$ cat src/rtl/keypad_debouncer_pkg.sv
// rtl/keypad_debouncer_pkg.sv - shared FSM encodings and counter width helpers
package keypad_debouncer_pkg;

  typedef enum logic [1:0] {
    IDLE         = 2'd0,
    PRESS_WAIT   = 2'd1,
    PRESSED      = 2'd2,
    RELEASE_WAIT = 2'd3
  } kd_state_t;

  // Bits needed to hold 0..max_val; never less than 1 so degenerate
  // parameter values still give a legal vector.
  function automatic int cnt_width(input int max_val);
    int w;
    w = $clog2(max_val + 1);
    return (w < 1) ? 1 : w;
  endfunction

  function automatic int max2(input int a, input int b);
    return (a > b) ? a : b;
  endfunction

endpackage

$ cat src/rtl/keypad_debouncer_channel.sv
// rtl/keypad_debouncer_channel.sv - synchroniser, debounce FSM and repeat timer for one key
// Ports: clk, reset (async, active-low), key_in (raw pin), press_set (press accepted
// this cycle, unregistered), key_level/key_press/key_release/key_repeat (registered).
module debounce_channel
  import keypad_debouncer_pkg::*;
#(
  parameter int SYNC_STAGES     = 2,
  parameter int DEBOUNCE_CYCLES = 50000,
  parameter int REPEAT_EN       = 0,
  parameter int REPEAT_DELAY    = 25000000,
  parameter int REPEAT_PERIOD   = 5000000,
  parameter int ACTIVE_LOW_IN   = 0
) (
  input  logic clk,
  input  logic reset,
  input  logic key_in,
  output logic press_set,
  output logic key_level,
  output logic key_press,
  output logic key_release,
  output logic key_repeat
);

  localparam int CW = cnt_width(DEBOUNCE_CYCLES);
  localparam logic [CW-1:0] CNT_LAST = CW'(DEBOUNCE_CYCLES - 1);

  logic                   key_raw;
  logic [SYNC_STAGES-1:0] sync_q;
  logic                   s;
  kd_state_t              state;
  logic [CW-1:0]          cnt;
  logic                   rel_done;

  // Normalise polarity before the first flop so the reset value 0 always
  // means "released" regardless of ACTIVE_LOW_IN.
  assign key_raw = key_in ^ (ACTIVE_LOW_IN != 0);

  always_ff @(posedge clk or negedge reset) begin
    if (!reset) begin
      sync_q <= '0;
    end else begin
      sync_q <= {sync_q[SYNC_STAGES-2:0], key_raw};
    end
  end

  assign s = sync_q[SYNC_STAGES-1];

  // Acceptance is decided one count early so the strobe lands on the edge
  // where the stable-sample count reaches DEBOUNCE_CYCLES.
  assign press_set = (state == PRESS_WAIT) && s && (cnt == CNT_LAST);
  assign rel_done  = (state == RELEASE_WAIT) && !s && (cnt == CNT_LAST);

  always_ff @(posedge clk or negedge reset) begin
    if (!reset) begin
      state       <= IDLE;
      cnt         <= '0;
      key_level   <= 1'b0;
      key_press   <= 1'b0;
      key_release <= 1'b0;
    end else begin
      key_press   <= 1'b0;
      key_release <= 1'b0;
      unique case (state)
        IDLE: begin
          if (s) begin
            state <= PRESS_WAIT;
            cnt   <= CW'(1);
          end
        end
        PRESS_WAIT: begin
          if (!s) begin
            state <= IDLE;
            cnt   <= '0;
          end else if (press_set) begin
            state     <= PRESSED;
            cnt       <= '0;
            key_level <= 1'b1;
            key_press <= 1'b1;
          end else begin
            cnt <= cnt + 1'b1;
          end
        end
        PRESSED: begin
          if (!s) begin
            state <= RELEASE_WAIT;
            cnt   <= CW'(1);
          end
        end
        RELEASE_WAIT: begin
          if (s) begin
            state <= PRESSED;
            cnt   <= '0;
          end else if (rel_done) begin
            state       <= IDLE;
            cnt         <= '0;
            key_level   <= 1'b0;
            key_release <= 1'b1;
          end else begin
            cnt <= cnt + 1'b1;
          end
        end
        default: begin
          state <= IDLE;
          cnt   <= '0;
        end
      endcase
    end
  end

  generate
    if (REPEAT_EN != 0) begin : g_repeat
      localparam int RW = cnt_width(max2(REPEAT_DELAY, REPEAT_PERIOD));

      logic [RW-1:0] rpt;
      logic [RW-1:0] rpt_last;
      logic          rpt_periodic;
      logic          rep_q;

      // First interval is REPEAT_DELAY, every later one REPEAT_PERIOD.
      assign rpt_last = rpt_periodic ? RW'(REPEAT_PERIOD - 1) : RW'(REPEAT_DELAY - 1);

      // Only counts while PRESSED with the key still seen down; RELEASE_WAIT
      // leaves rpt untouched so a release bounce keeps the cadence.
      always_ff @(posedge clk or negedge reset) begin
        if (!reset) begin
          rpt          <= '0;
          rpt_periodic <= 1'b0;
          rep_q        <= 1'b0;
        end else begin
          rep_q <= 1'b0;
          if (press_set || rel_done) begin
            rpt          <= '0;
            rpt_periodic <= 1'b0;
          end else if ((state == PRESSED) && s) begin
            if (rpt == rpt_last) begin
              rpt          <= '0;
              rpt_periodic <= 1'b1;
              rep_q        <= 1'b1;
            end else begin
              rpt <= rpt + 1'b1;
            end
          end
        end
      end

      assign key_repeat = rep_q;
    end else begin : g_no_repeat
      assign key_repeat = 1'b0;
    end
  endgenerate

endmodule

$ cat src/rtl/keypad_debouncer.sv
// rtl/keypad_debouncer.sv - N_KEYS-channel key debouncer with press/release/repeat strobes
// Ports: clk, reset (async, active-low), key_in[N_KEYS] raw pins; key_level,
// key_press, key_release, key_repeat per channel; any_press = OR of key_press.
module keypad_debouncer
  import keypad_debouncer_pkg::*;
#(
  parameter int N_KEYS          = 4,
  parameter int SYNC_STAGES     = 2,
  parameter int DEBOUNCE_CYCLES = 50000,
  parameter int REPEAT_EN       = 0,
  parameter int REPEAT_DELAY    = 25000000,
  parameter int REPEAT_PERIOD   = 5000000,
  parameter int ACTIVE_LOW_IN   = 0
) (
  input  logic              clk,
  input  logic              reset,
  input  logic [N_KEYS-1:0] key_in,
  output logic [N_KEYS-1:0] key_level,
  output logic [N_KEYS-1:0] key_press,
  output logic [N_KEYS-1:0] key_release,
  output logic [N_KEYS-1:0] key_repeat,
  output logic              any_press
);

  logic [N_KEYS-1:0] press_set;

  genvar g;
  generate
    for (g = 0; g < N_KEYS; g++) begin : g_ch
      debounce_channel #(
        .SYNC_STAGES    (SYNC_STAGES),
        .DEBOUNCE_CYCLES(DEBOUNCE_CYCLES),
        .REPEAT_EN      (REPEAT_EN),
        .REPEAT_DELAY   (REPEAT_DELAY),
        .REPEAT_PERIOD  (REPEAT_PERIOD),
        .ACTIVE_LOW_IN  (ACTIVE_LOW_IN)
      ) u_ch (
        .clk        (clk),
        .reset      (reset),
        .key_in     (key_in[g]),
        .press_set  (press_set[g]),
        .key_level  (key_level[g]),
        .key_press  (key_press[g]),
        .key_release(key_release[g]),
        .key_repeat (key_repeat[g])
      );
    end
  endgenerate

  // Registered from the same condition that sets each key_press flop, so it
  // is high in exactly the cycles any key_press is high.
  always_ff @(posedge clk or negedge reset) begin
    if (!reset) begin
      any_press <= 1'b0;
    end else begin
      any_press <= |press_set;
    end
  end

endmodule

$ cat config.mk
export PLATFORM = sky130hd
export DESIGN_NAME = keypad_debouncer
export DESIGN_NICKNAME = d
export VERILOG_FILES = /design/src/rtl/keypad_debouncer_pkg.sv /design/src/rtl/keypad_debouncer_channel.sv /design/src/rtl/keypad_debouncer.sv
export SDC_FILE = /design/constraint.sdc
export NUM_CORES = 1
export LEC_CHECK = 0
export ABC_AREA = 1
export CAP_MARGIN = 10
export CORE_UTILIZATION = 50
export DETAILED_ROUTE_END_ITERATION = 6
export DONT_BUFFER_PORTS = 1
export GPL_TIMING_DRIVEN = 0
export PLACE_DENSITY = 0.77
export SLEW_MARGIN = 20
export SYNTH_ARGS = -nofsm -noshare
export SYNTH_HDL_FRONTEND = slang
export SYNTH_SLANG_ARGS = --single-unit
$ cat constraint.sdc
create_clock -name clk -period 2.7 [get_ports clk]
set_clock_uncertainty 0.05 [all_clocks]
set_input_delay 0.405 -clock clk [delete_from_list [all_inputs] [get_ports clk]]
set_output_delay 0.405 -clock clk [all_outputs]
set_load 0.02 [all_outputs]
==> Word level (Yosys, flattened, before mapping) <==
Index checks and enable logic that the tools add are counted.
{ "word_totals": {"register_bits": 93, "inputBits": 6, "wordCells": 218} }
{ "classes": {"add_sub_neg": 4, "n_eq_ne": 48, "muxes": 100, "reduce_logical": 41} }
{ "op_table": {"columns": ["cell", "n"], "rows": [
  ["16-bit 2-to-1 mux", 24],
  ["16-bit case mux with 4 select lines", 4],
  ["16-bit by 1-bit adder with 16-bit output (second input constant)", 4],
  ["16-bit equality test (second input constant)", 4],
  ["2-bit 2-to-1 mux", 24],
  ["1-bit 2-to-1 mux", 40],
  ["2-bit by 1-bit != test with 1-bit output (second input constant)", 16],
  ["2-bit case mux with 4 select lines", 4],
  ["5-bit AND reduction", 4],
  ["2-bit equality test (second input constant)", 8],
  ["1-bit logical AND", 16],
  ["2-bit != test (second input constant)", 8],
  ["4-bit AND reduction", 4],
  ["3-bit by 1-bit != test with 1-bit output (second input constant)", 4],
  ["3-bit by 2-bit != test with 1-bit output (second input constant)", 4],
  ["2-bit by 1-bit equality test with 1-bit output (second input constant)", 4],
  ["2-bit logical NOT", 4],
  ["1-bit case mux with 2 select lines", 4],
  ["2-bit AND reduction", 4],
  ["2-bit nonzero test", 4],
  ["1-bit logical NOT", 4],
  ["4-bit OR reduction", 1]
]} }

==> Logic depth before layout (Yosys ltp) <==
Gate-level depths: netlist of the first run.
{ "depth": {"ltp_word": 6, "mapped_depth": 10, "mapped_depth_nobuf": 10} }

==> By module <==
A second synthesis of the first run with hierarchy kept.
{ "unflattened": {"hier_cells": 718, "hier_area_um2": 5337.6} }
{ "modules_own_cells": {"columns": ["module", "instances", "cells_per_inst", "area_each_um2"], "rows": [
  ["debounce_channel (g_ch[1].u_ch ...)", 2, 179, 1331.3],
  ["debounce_channel (g_ch[0].u_ch)", 1, 179, 1337.5],
  ["debounce_channel (g_ch[3].u_ch)", 1, 177, 1301.2],
  ["keypad_debouncer", 1, 4, 36.3]
]} }

==> Least setup slack after synthesis of the first run <==
OpenSTA, ideal clock, no wires.
{ "synth_timing": {"path_type": "reg2reg", "startpoint": "register g_ch[3].u_ch.cnt[0]", "endpoint": "register g_ch[3].u_ch.cnt[10]", "setup_time_ps": 117, "t_arrival_ps": 1256, "required_ps": 2533, "path_slack_ps": 1277, "stages_incl_launch_ff": 9, "period_less_slack_ps": 1423, "path_cell_list": "dfrtp_1 -> ha_1 -> nand2_1 -> clkinv_2 -> nand2_2 -> nor2_4 -> or2_2 -> nand3_1 -> nand2_1"} }
{ "synth_via": {"elab_chain_len": 5, "elab_cells_between_ends": 9, "cone_classes": "add/sub: 1; eq/ne: 1; mux: 5; reduce/logical: 2"} }
{ "synth_rtl": {"columns": ["element", "line", "source"], "rows": [
  ["from (decl)", "keypad_debouncer_channel.sv:31", "logic [CW-1:0] cnt;"],
  ["from (signal assigned)", "keypad_debouncer_channel.sv:80", "cnt <= cnt + 1'b1;"],
  ["from (signal assigned)", "keypad_debouncer_channel.sv:99", "cnt <= cnt + 1'b1;"],
  ["branches (longest 4 deep; another with 16-bit by 1-bit adder with 16-bit output)", null, null],
  ["16-bit case mux with 4 select lines (*)", "keypad_debouncer_channel.sv:63", "unique case (state)"]
]} }
Every way passes the cells marked *.
A chain may end at the register's enable or synchronous reset.

==> Worst setup path in the final report of the first run <==
{ "layout_timing": {"startpoint": "register g_ch[2].u_ch.cnt[1]", "endpoint": "register g_ch[2].u_ch.cnt[11]"} }
{ "layout_via": {"elab_chain_len": 5, "elab_cells_between_ends": 9, "cone_classes": "add/sub: 1; eq/ne: 1; mux: 5; reduce/logical: 2"} }
{ "layout_rtl": {"columns": ["element", "line"], "rows": [
  ["from (decl)", "keypad_debouncer_channel.sv:31"],
  ["from (signal assigned)", "keypad_debouncer_channel.sv:80"],
  ["from (signal assigned)", "keypad_debouncer_channel.sv:99"],
  ["branches (longest 4 deep; another with 16-bit by 1-bit adder with 16-bit output)", null],
  ["16-bit case mux with 4 select lines (*)", "keypad_debouncer_channel.sv:63"]
]} }
Marked as above.

==> results.yml, run 1 <==
run_status:
  outcome: "finished, final reports clean"
clock_network:
  cts.hold.buffers_added: 2
  clk_pin_slew_ps: 100
  clock_sinks: 93
  post_cts_resized: 0
  clockBufferDepth: 2
  cts_tree: "yes"
  worstSkewPairLatency_ps: 360
  cts_buffers: 9
  h-tree-depth: 3
  post-cts-setup-buffer-count: 0
  clockRootBuffer: "sky130_fd_sc_hd__clkbuf_8"
pwr:
  fraction_of_power_consumed_by_sequential_logic_pct: 49.5
  power_per_cell_area_nw_per_um2: 566.4
  power_report.internal_total_mw: 2.160
  combinationalPowerShare_pct: 21.4
  leakagePower_nw: 2.850
  power.switching_fraction_pct: 33.38
  power.switching_mw: 1.082
  share_clk_of_total_power_pct: 29.1
  irDropWorstVdd_mv: 0.3981
global_route:
  first_global_vias: 4079
  antenna_violations_before_repair: 0
  grt_start_max_net_pins: 94
  gr_util_all_layers_pct: 20.08
  globalRouteOverflowTotal: 0
  grt_pass1_wl_um: 18060
setup_path:
  list_of_cells_traversed_by_the_critical_path: "ha_1 -> nand3_2 -> nor2_1 -> nand2_2 -> nand2_4 -> inv_4 -> nand3_1 -> nand2_1"
  crit_fanout: 9
  start_kind: "register"
  cpMaxStageDelayCell: "sky130_fd_sc_hd__dfrtp_1"
  crit_path_max_incr_delay_ps: 410
  timing.critical_path.to_type: "register"
  cp.arrival_ps: 1820
  worstSetupPathType: "reg2reg"
  required_worst_endpoint_ps: 2920
final_layout:
  post_layout_nonfiller_instances: 861
  final_net_count: 730
  num_antenna_cells: 0
  synthToLayoutAreaGrowth_pct: 8.618
  drive_above_1_share_pct: 13.24
  filler_cell_count: 960
route:
  post-route-drc-count: 0
  routed-via-count: 4301
  initialDrtViolationCount: 201
  postRouteWirelength_um: 10210
  antenna_violating_nets_post_route: 0
  avgViaCountPerCell: 4.995
  wl_per_cell_um: 11.86
  detail_route.first_pass.iterations: 4
timing:
  final_setup_vio_count: 0
  finalCritPeriodShare_pct: 59.53
  final_max_slew_viol_count: 0
  fin_tns_setup_ps: 0
  max_freq_mhz: 622.1
  final_period_minus_worst_setup_slack_ps: 1607
  hold_violations: 0
  hold-worst-slack_ps: 307.1
  final.setup.worst_slack_ps: 1093
  unrepaired_setup_endpoints_after_global_routing: "no"
floorplanning:
  fp-row-count: 37
  floorplan.die.width_um: 104.7
  die_outline_area_um2: 10950
  start_util_pct: 51.28
  io_pins: 23
  placeableCoreArea_um2: 10280
  chipHeight_um: 104.7
placement:
  placement.setup.worst_slack_ps: 1100
  dp_cells: 839
  dp.final_hpwl_um: 7337
  place.gp.congestion: 0.9433
  io_buffers: 0
logic_synthesis:
  synth.ff_latch_count: 93
  postSynthCellCount: 700
  synth_seq_area_share_pct: 44.16
  synthesized_area_per_cell_um2: 7.529
  syn_area_um2: 5270
  synth_top_cell_by_area: "sky130_fd_sc_hd__dfrtp_1"
  yosys.area.top_type_share_pct: 44.16
  synth_top_cells_by_area: "sky130_fd_sc_hd__dfrtp_1 44%, sky130_fd_sc_hd__nand2_1 16%, sky130_fd_sc_hd__nand3_1 6.1%, sky130_fd_sc_hd__inv_1 5.8%, sky130_fd_sc_hd__nor2_1 4.6%"
  synth_edf_count: 0
  yosysWarnings: 0
  ys_types: 37
  asyncSetResetFlopFracSynth_pct: 100.0
  dominantRegCellSynth: "sky130_fd_sc_hd__dfrtp_1"
run:
  cap_violations: 0
min_path:
  worstHoldPathType: "reg2reg"
## cells in the mapped netlist (2+ instances only)
master                     instances
sky130_fd_sc_hd__nand2_1         218
sky130_fd_sc_hd__dfrtp_1          93
sky130_fd_sc_hd__inv_1            81
sky130_fd_sc_hd__nand3_1          64
sky130_fd_sc_hd__nor2_1           64
sky130_fd_sc_hd__o21ai_0          22
sky130_fd_sc_hd__buf_4            19
sky130_fd_sc_hd__nand2_2          16
sky130_fd_sc_hd__o22ai_1          13
sky130_fd_sc_hd__xor2_1           13
sky130_fd_sc_hd__a21oi_1          10
sky130_fd_sc_hd__inv_2             9
sky130_fd_sc_hd__nand4_1           8
sky130_fd_sc_hd__nor2_4            8
sky130_fd_sc_hd__o21bai_1          8
sky130_fd_sc_hd__nor2_2            7
sky130_fd_sc_hd__nor3_1            7
sky130_fd_sc_hd__ha_1              4
sky130_fd_sc_hd__o21ai_1           4
sky130_fd_sc_hd__xnor2_1           4
sky130_fd_sc_hd__inv_4             3
sky130_fd_sc_hd__nand2_4           3
sky130_fd_sc_hd__nand3_2           3
sky130_fd_sc_hd__buf_2             2
sky130_fd_sc_hd__nand3b_1          2
sky130_fd_sc_hd__o211ai_1          2
sky130_fd_sc_hd__or2_2             2
sky130_fd_sc_hd__xnor2_2           2
## flip-flops by register name, summed over array words and instances, names as in the netlist, named ones only
signal and count:
g_ch.u_ch.key_release 4, g_ch.u_ch.sync_q 8, any_press 1, g_ch.u_ch.state 4
g_ch.u_ch.cnt 64, g_ch.u_ch.key_level 4, g_ch.u_ch.key_press 4
## power by group through the flow
stage	sequential (mW)	combinational (mW)	clock (mW)
after floorplan	1.61	0.532	0
after global placement	1.62	0.640	0
after detailed placement	1.63	0.660	0
after CTS	1.60	0.698	0.979
after global routing	1.62	0.796	1.03
final	1.60	0.693	0.945
## cells in the final DEF, fill, tap and decap left out, types with 9 or more instances in the layout
master,netlist,final
sky130_fd_sc_hd__xor2_1,13,13
sky130_fd_sc_hd__a21oi_1,10,10
sky130_fd_sc_hd__o21ai_0,22,22
sky130_fd_sc_hd__o22ai_1,13,13
sky130_fd_sc_hd__inv_2,9,9
sky130_fd_sc_hd__buf_4,19,19
sky130_fd_sc_hd__clkbuf_8,0,9
sky130_fd_sc_hd__dfrtp_1,93,93
sky130_fd_sc_hd__nand2_2,16,16
sky130_fd_sc_hd__nand3_1,64,64
sky130_fd_sc_hd__nor2_1,64,64
sky130_fd_sc_hd__inv_1,81,81
sky130_fd_sc_hd__nand2_1,218,218
## final timing paths
path / startpoint / to / slack, ps / depth (start not counted)
max reg2reg: g_ch[2].u_ch.cnt[1]$_DFFE_PN0P_ / g_ch[2].u_ch.cnt[11]$_DFFE_PN0P_ / 1090 / 8
max: g_ch[2].u_ch.cnt[1]$_DFFE_PN0P_ / g_ch[2].u_ch.cnt[11]$_DFFE_PN0P_ / 1090 / 8
min in group asynchronous: reset / g_ch[1].u_ch.cnt[3]$_DFFE_PN0P_ / 560 / 2
min reg2reg: g_ch[0].u_ch.sync_q[0]$_DFF_PN0_ / g_ch[0].u_ch.sync_q[1]$_DFF_PN0_ / 310 / 0
min: g_ch[0].u_ch.sync_q[0]$_DFF_PN0_ / g_ch[0].u_ch.sync_q[1]$_DFF_PN0_ / 310 / 0
max in group asynchronous: reset / g_ch[3].u_ch.cnt[1]$_DFFE_PN0P_ / 1690 / 2
## per-stage QoR
stage / util, % / total power [mW] / cell area (um^2)
after global placement: 53.04 / 2.263 / 5451
after detailed placement: 53.04 / 2.292 / 5451
after CTS: 55.31 / 3.282 / 5684
after floorplan: - / 2.139 / 5281
after global routing: 55.70 / 3.442 / 5724
final: 55.70 / 3.242 / 5724
## routing by layer
layer / part of all wire, % / GRT usage, % / up-vias
li1: - / - / 2225
met1: 48 / 25.94 / 1993
met2: 48 / 34.20 / 69
met3: 2.9 / 3.868 / 14
met4: 1.2 / 6.036 / 0
met5: 0 / 0 / -
## kinds of logic after synthesis
group | share of synthesized area [%]
and+or+nand+nor | 34.69
DFF | 44.16
xor gates and xnor gates | 3.442
AOI/OAI and AO/OA | 6.862
other | 0.07116
buffers and inverters | 9.829
adders and majority gates | 0.9497
## critical path: cells and delay by family (launching register included)
family        cells  cell delay, ps
buf+inv           1              80
simple gates      6             740
flops             1             410
fa+ha+maj         1             240
## layout make-up
type                            instances  area [um^2]  area share (%)
Multi-Input combinational cell        494         2436           42.56
Buffer                                 21        152.6           2.667
Clock inverter                          7        71.32           1.246
Timing Repair Buffer                    6        77.57           1.355
Sequential cell                        93         2327           40.66
Tap cell                              136        170.2           2.973
Clock buffer                            9        123.9           2.164
Inverter                               95        365.4           6.383
Note: power is estimated with default switching activity, not from simulation.
==> run 2, diff against run 1 <==
clock period = 1.6 ns   (was 2.7 ns; I/O delays follow)
==> run 2 against run 1 <==
- the run now ends with hold timing left
- flip-flop and latch count did not move
- register-to-register slack got worse by 1000 ps
- power rose by 72%
- non-clock buffer count rose by 7
- final cell count rose by 0.81%
- wire length rose by 3.1%
- die area did not move
- combinational power rose by 83%
- setup slack got worse by 1000 ps
- maximum frequency rose by 6.7%
==> results.yml, run 2 (synthesis gave the netlist of run 1 again) <==
floorplanning:
  floorplan.die.width_um: 104.7
  fp-row-count: 37
  start_util_pct: 51.28
  chipHeight_um: 104.7
  io_pins: 23
  placeableCoreArea_um2: 10280
  die_outline_area_um2: 10950
global_route:
  globalRouteOverflowTotal: 0
  first_global_vias: 4103
  gr_util_all_layers_pct: 20.22
  grt_start_max_net_pins: 94
  antenna_violations_before_repair: 0
  grt_pass1_wl_um: 18180
final_layout:
  synthToLayoutAreaGrowth_pct: 10.87
  num_antenna_cells: 0
  layout.cells.most_common_list: "216 x sky130_fd_sc_hd__nand2_1, 92 x sky130_fd_sc_hd__dfrtp_1, 81 x sky130_fd_sc_hd__inv_1, 63 x sky130_fd_sc_hd__nand3_1, 57 x sky130_fd_sc_hd__nor2_1"
  filler_cell_count: 942
  drive_above_1_share_pct: 16.26
  most_common_library_cell_in_the_layout_ignoring_fill_and_taps: "sky130_fd_sc_hd__nand2_1"
  post_layout_nonfiller_instances: 868
  largest_register_ff_count: 64
  final_net_count: 737
  layout.core_utilization_pct: 56.85
  largestRegisters: "g_ch.u_ch.cnt x64, g_ch.u_ch.sync_q x8"
  regMostFlops: "g_ch.u_ch.cnt"
route:
  avgViaCountPerCell: 5.048
  postRouteWirelength_um: 10530
  detail_route.first_pass.iterations: 4
  antenna_violating_nets_post_route: 0
  wl_per_cell_um: 12.14
  initialDrtViolationCount: 195
  post-route-drc-count: 0
  routed-via-count: 4382
pwr:
  fraction_of_power_consumed_by_sequential_logic_pct: 48.7
  combinationalPowerShare_pct: 22.7
  irDropWorstVdd_mv: 0.6811
  leakagePower_nw: 2.874
  power_per_cell_area_nw_per_um2: 954.4
  power.switching_fraction_pct: 32.81
  post-layout-total-power_mw: 5.577
  power_report.internal_total_mw: 3.747
  power.switching_mw: 1.830
  share_clk_of_total_power_pct: 28.6
clock_network:
  cts.hold.buffers_added: 4
  clk_pin_slew_ps: 100
  cts_buffers: 9
  cts_tree: "yes"
  clockBufferDepth: 2
  worstSkewPairLatency_ps: 360
  clock_sinks: 93
  clockRootBuffer: "sky130_fd_sc_hd__clkbuf_8"
  h-tree-depth: 3
setup_path:
  worstSetupPathType: "reg2reg"
  critPathTopFamily: "simple AND/OR/NAND/NOR gates"
  worst_r2r_startpoint: "g_ch[2].u_ch.cnt[0]$_DFFE_PN0P_"
  required_worst_endpoint_ps: 1810
  crit_fanout: 8
  worst_r2r_endpoint: "g_ch[2].u_ch.cnt[11]$_DFFE_PN0P_"
  start_kind: "register"
  worst-r2r-cell-count: 8
  critical_path_buf_inv_count: 1
  crit_path_max_incr_delay_ps: 430
  cp.arrival_ps: 1720
  timing.critical_path.to_type: "register"
  cpMaxStageDelayCell: "sky130_fd_sc_hd__dfrtp_1"
  r2r_setup_slack_ps: 90
  list_of_cells_traversed_by_the_critical_path: "ha_4 -> nand3_2 -> nor2_4 -> nand2_2 -> nand2_4 -> inv_4 -> nand3_1 -> nand2_1"
placement:
  placement.setup.worst_slack_ps: -0.1802
  dp_cells: 839
  place.gp.congestion: 0.9433
  io_buffers: 0
  dp.final_hpwl_um: 7337
run:
  cap_violations: 0
min_path:
  worstHoldPathType: "in2async"
timing:
  max_freq_mhz: 664.0
  final.setup.worst_slack_ps: 93.87
  final_max_slew_viol_count: 0
  final_period_minus_worst_setup_slack_ps: 1506
  hold-worst-slack_ps: -488.0
  final_setup_vio_count: 0
  finalCritPeriodShare_pct: 94.13
  hold_violations: 93
run_status:
  violations_in_the_final_reports: "hold timing"
  outcome: "complete, but fails checks"
==> run 2: cell count changes in the layout (fill, tap and decap cells not counted), moves of 2 or more <==
cell	change
sky130_fd_sc_hd__buf_4	+10
sky130_fd_sc_hd__ha_4	+2
sky130_fd_sc_hd__nor2_4	+4
sky130_fd_sc_hd__ha_1	-4
sky130_fd_sc_hd__nand2_1	-2
sky130_fd_sc_hd__ha_2	+2
sky130_fd_sc_hd__nor2_1	-7
sky130_fd_sc_hd__nor2_2	+3
==> run 2: worst reg2reg max path, delay by kind of cell (launching register included) <==
family | cells | cell delay (ps)
and+or+nand+nor | 6 | 690
buffers and inverters | 1 | 80
adders and majority gates | 1 | 180
DFF | 1 | 430
==> run 2: metal layers <==
metal	share of wire [%]	vias to the layer above	track usage, %
met5	0	-	0
met4	1.2	0	6.036
met3	2.5	13	3.868
met2	49	65	34.53
met1	47	2076	26.06
li1	-	2228	-
==> run 2: power by group through the flow <==
stage	Sequential, mW	Combinational (mW)	Clock (mW)
2_1_floorplan	2.71	0.898	0
3_3_place_gp	2.74	1.08	0
3_5_place_dp	2.75	1.11	0
4_1_cts	2.71	1.13	1.65
5_1_grt	2.74	1.44	1.73
6_report	2.72	1.27	1.59
==> run 2: area by class of cell <==
class                   instances  area, um^2  area share [%]
plain buffers                  20       147.6           2.527
clock buffers                   9       123.9           2.120
clock inverters                 7       71.32           1.221
inverters                      95       367.9           6.296
multi-input cells             494        2519           43.11
flip-flops and latches         93        2328           39.85
well taps                     136       170.2           2.912
repair buffers                 14       115.1           1.970
==> run 2: through the flow <==
step                setup TNS (ps)  area (um^2)
CTS                              0         5699
detailed placement         -0.1802         5451
finish                           0         5843
floorplan                        0         5281
global route                -33.96         5843
global placement                 0         5451
==> run 2: what timing repair did <==
item | 4_1_cts | 5_1_grt
endpoints found under the hold margin | 97 | 93
pin swaps | 0 | 11
setup buffers | 0 | 10
setup endpoints to repair | 3 | 53
resized for setup | 3 | 21
==> run 2: how the worst max path moves through the flow <==
stage / depth (start not counted) / start / to
2_1_floorplan: 8 / g_ch[3].u_ch.cnt[0]$_DFFE_PN0P_ / g_ch[3].u_ch.cnt[10]$_DFFE_PN0P_
3_3_place_gp: 8 / g_ch[2].u_ch.cnt[0]$_DFFE_PN0P_ / g_ch[2].u_ch.cnt[15]$_DFFE_PN0P_
3_5_place_dp: 8 / g_ch[2].u_ch.cnt[1]$_DFFE_PN0P_ / g_ch[2].u_ch.cnt[11]$_DFFE_PN0P_
4_1_cts: 8 / g_ch[2].u_ch.cnt[1]$_DFFE_PN0P_ / g_ch[2].u_ch.cnt[11]$_DFFE_PN0P_
5_1_grt: 8 / g_ch[2].u_ch.cnt[0]$_DFFE_PN0P_ / g_ch[2].u_ch.cnt[15]$_DFFE_PN0P_
6_report: 8 / g_ch[2].u_ch.cnt[0]$_DFFE_PN0P_ / g_ch[2].u_ch.cnt[11]$_DFFE_PN0P_
==> run 3, diff against run 2 <==
RECOVER_POWER = 50   (was unset)
==> results of run 3 <==
Same layout as run 2: the final DEF is identical, and so are final timing and power.
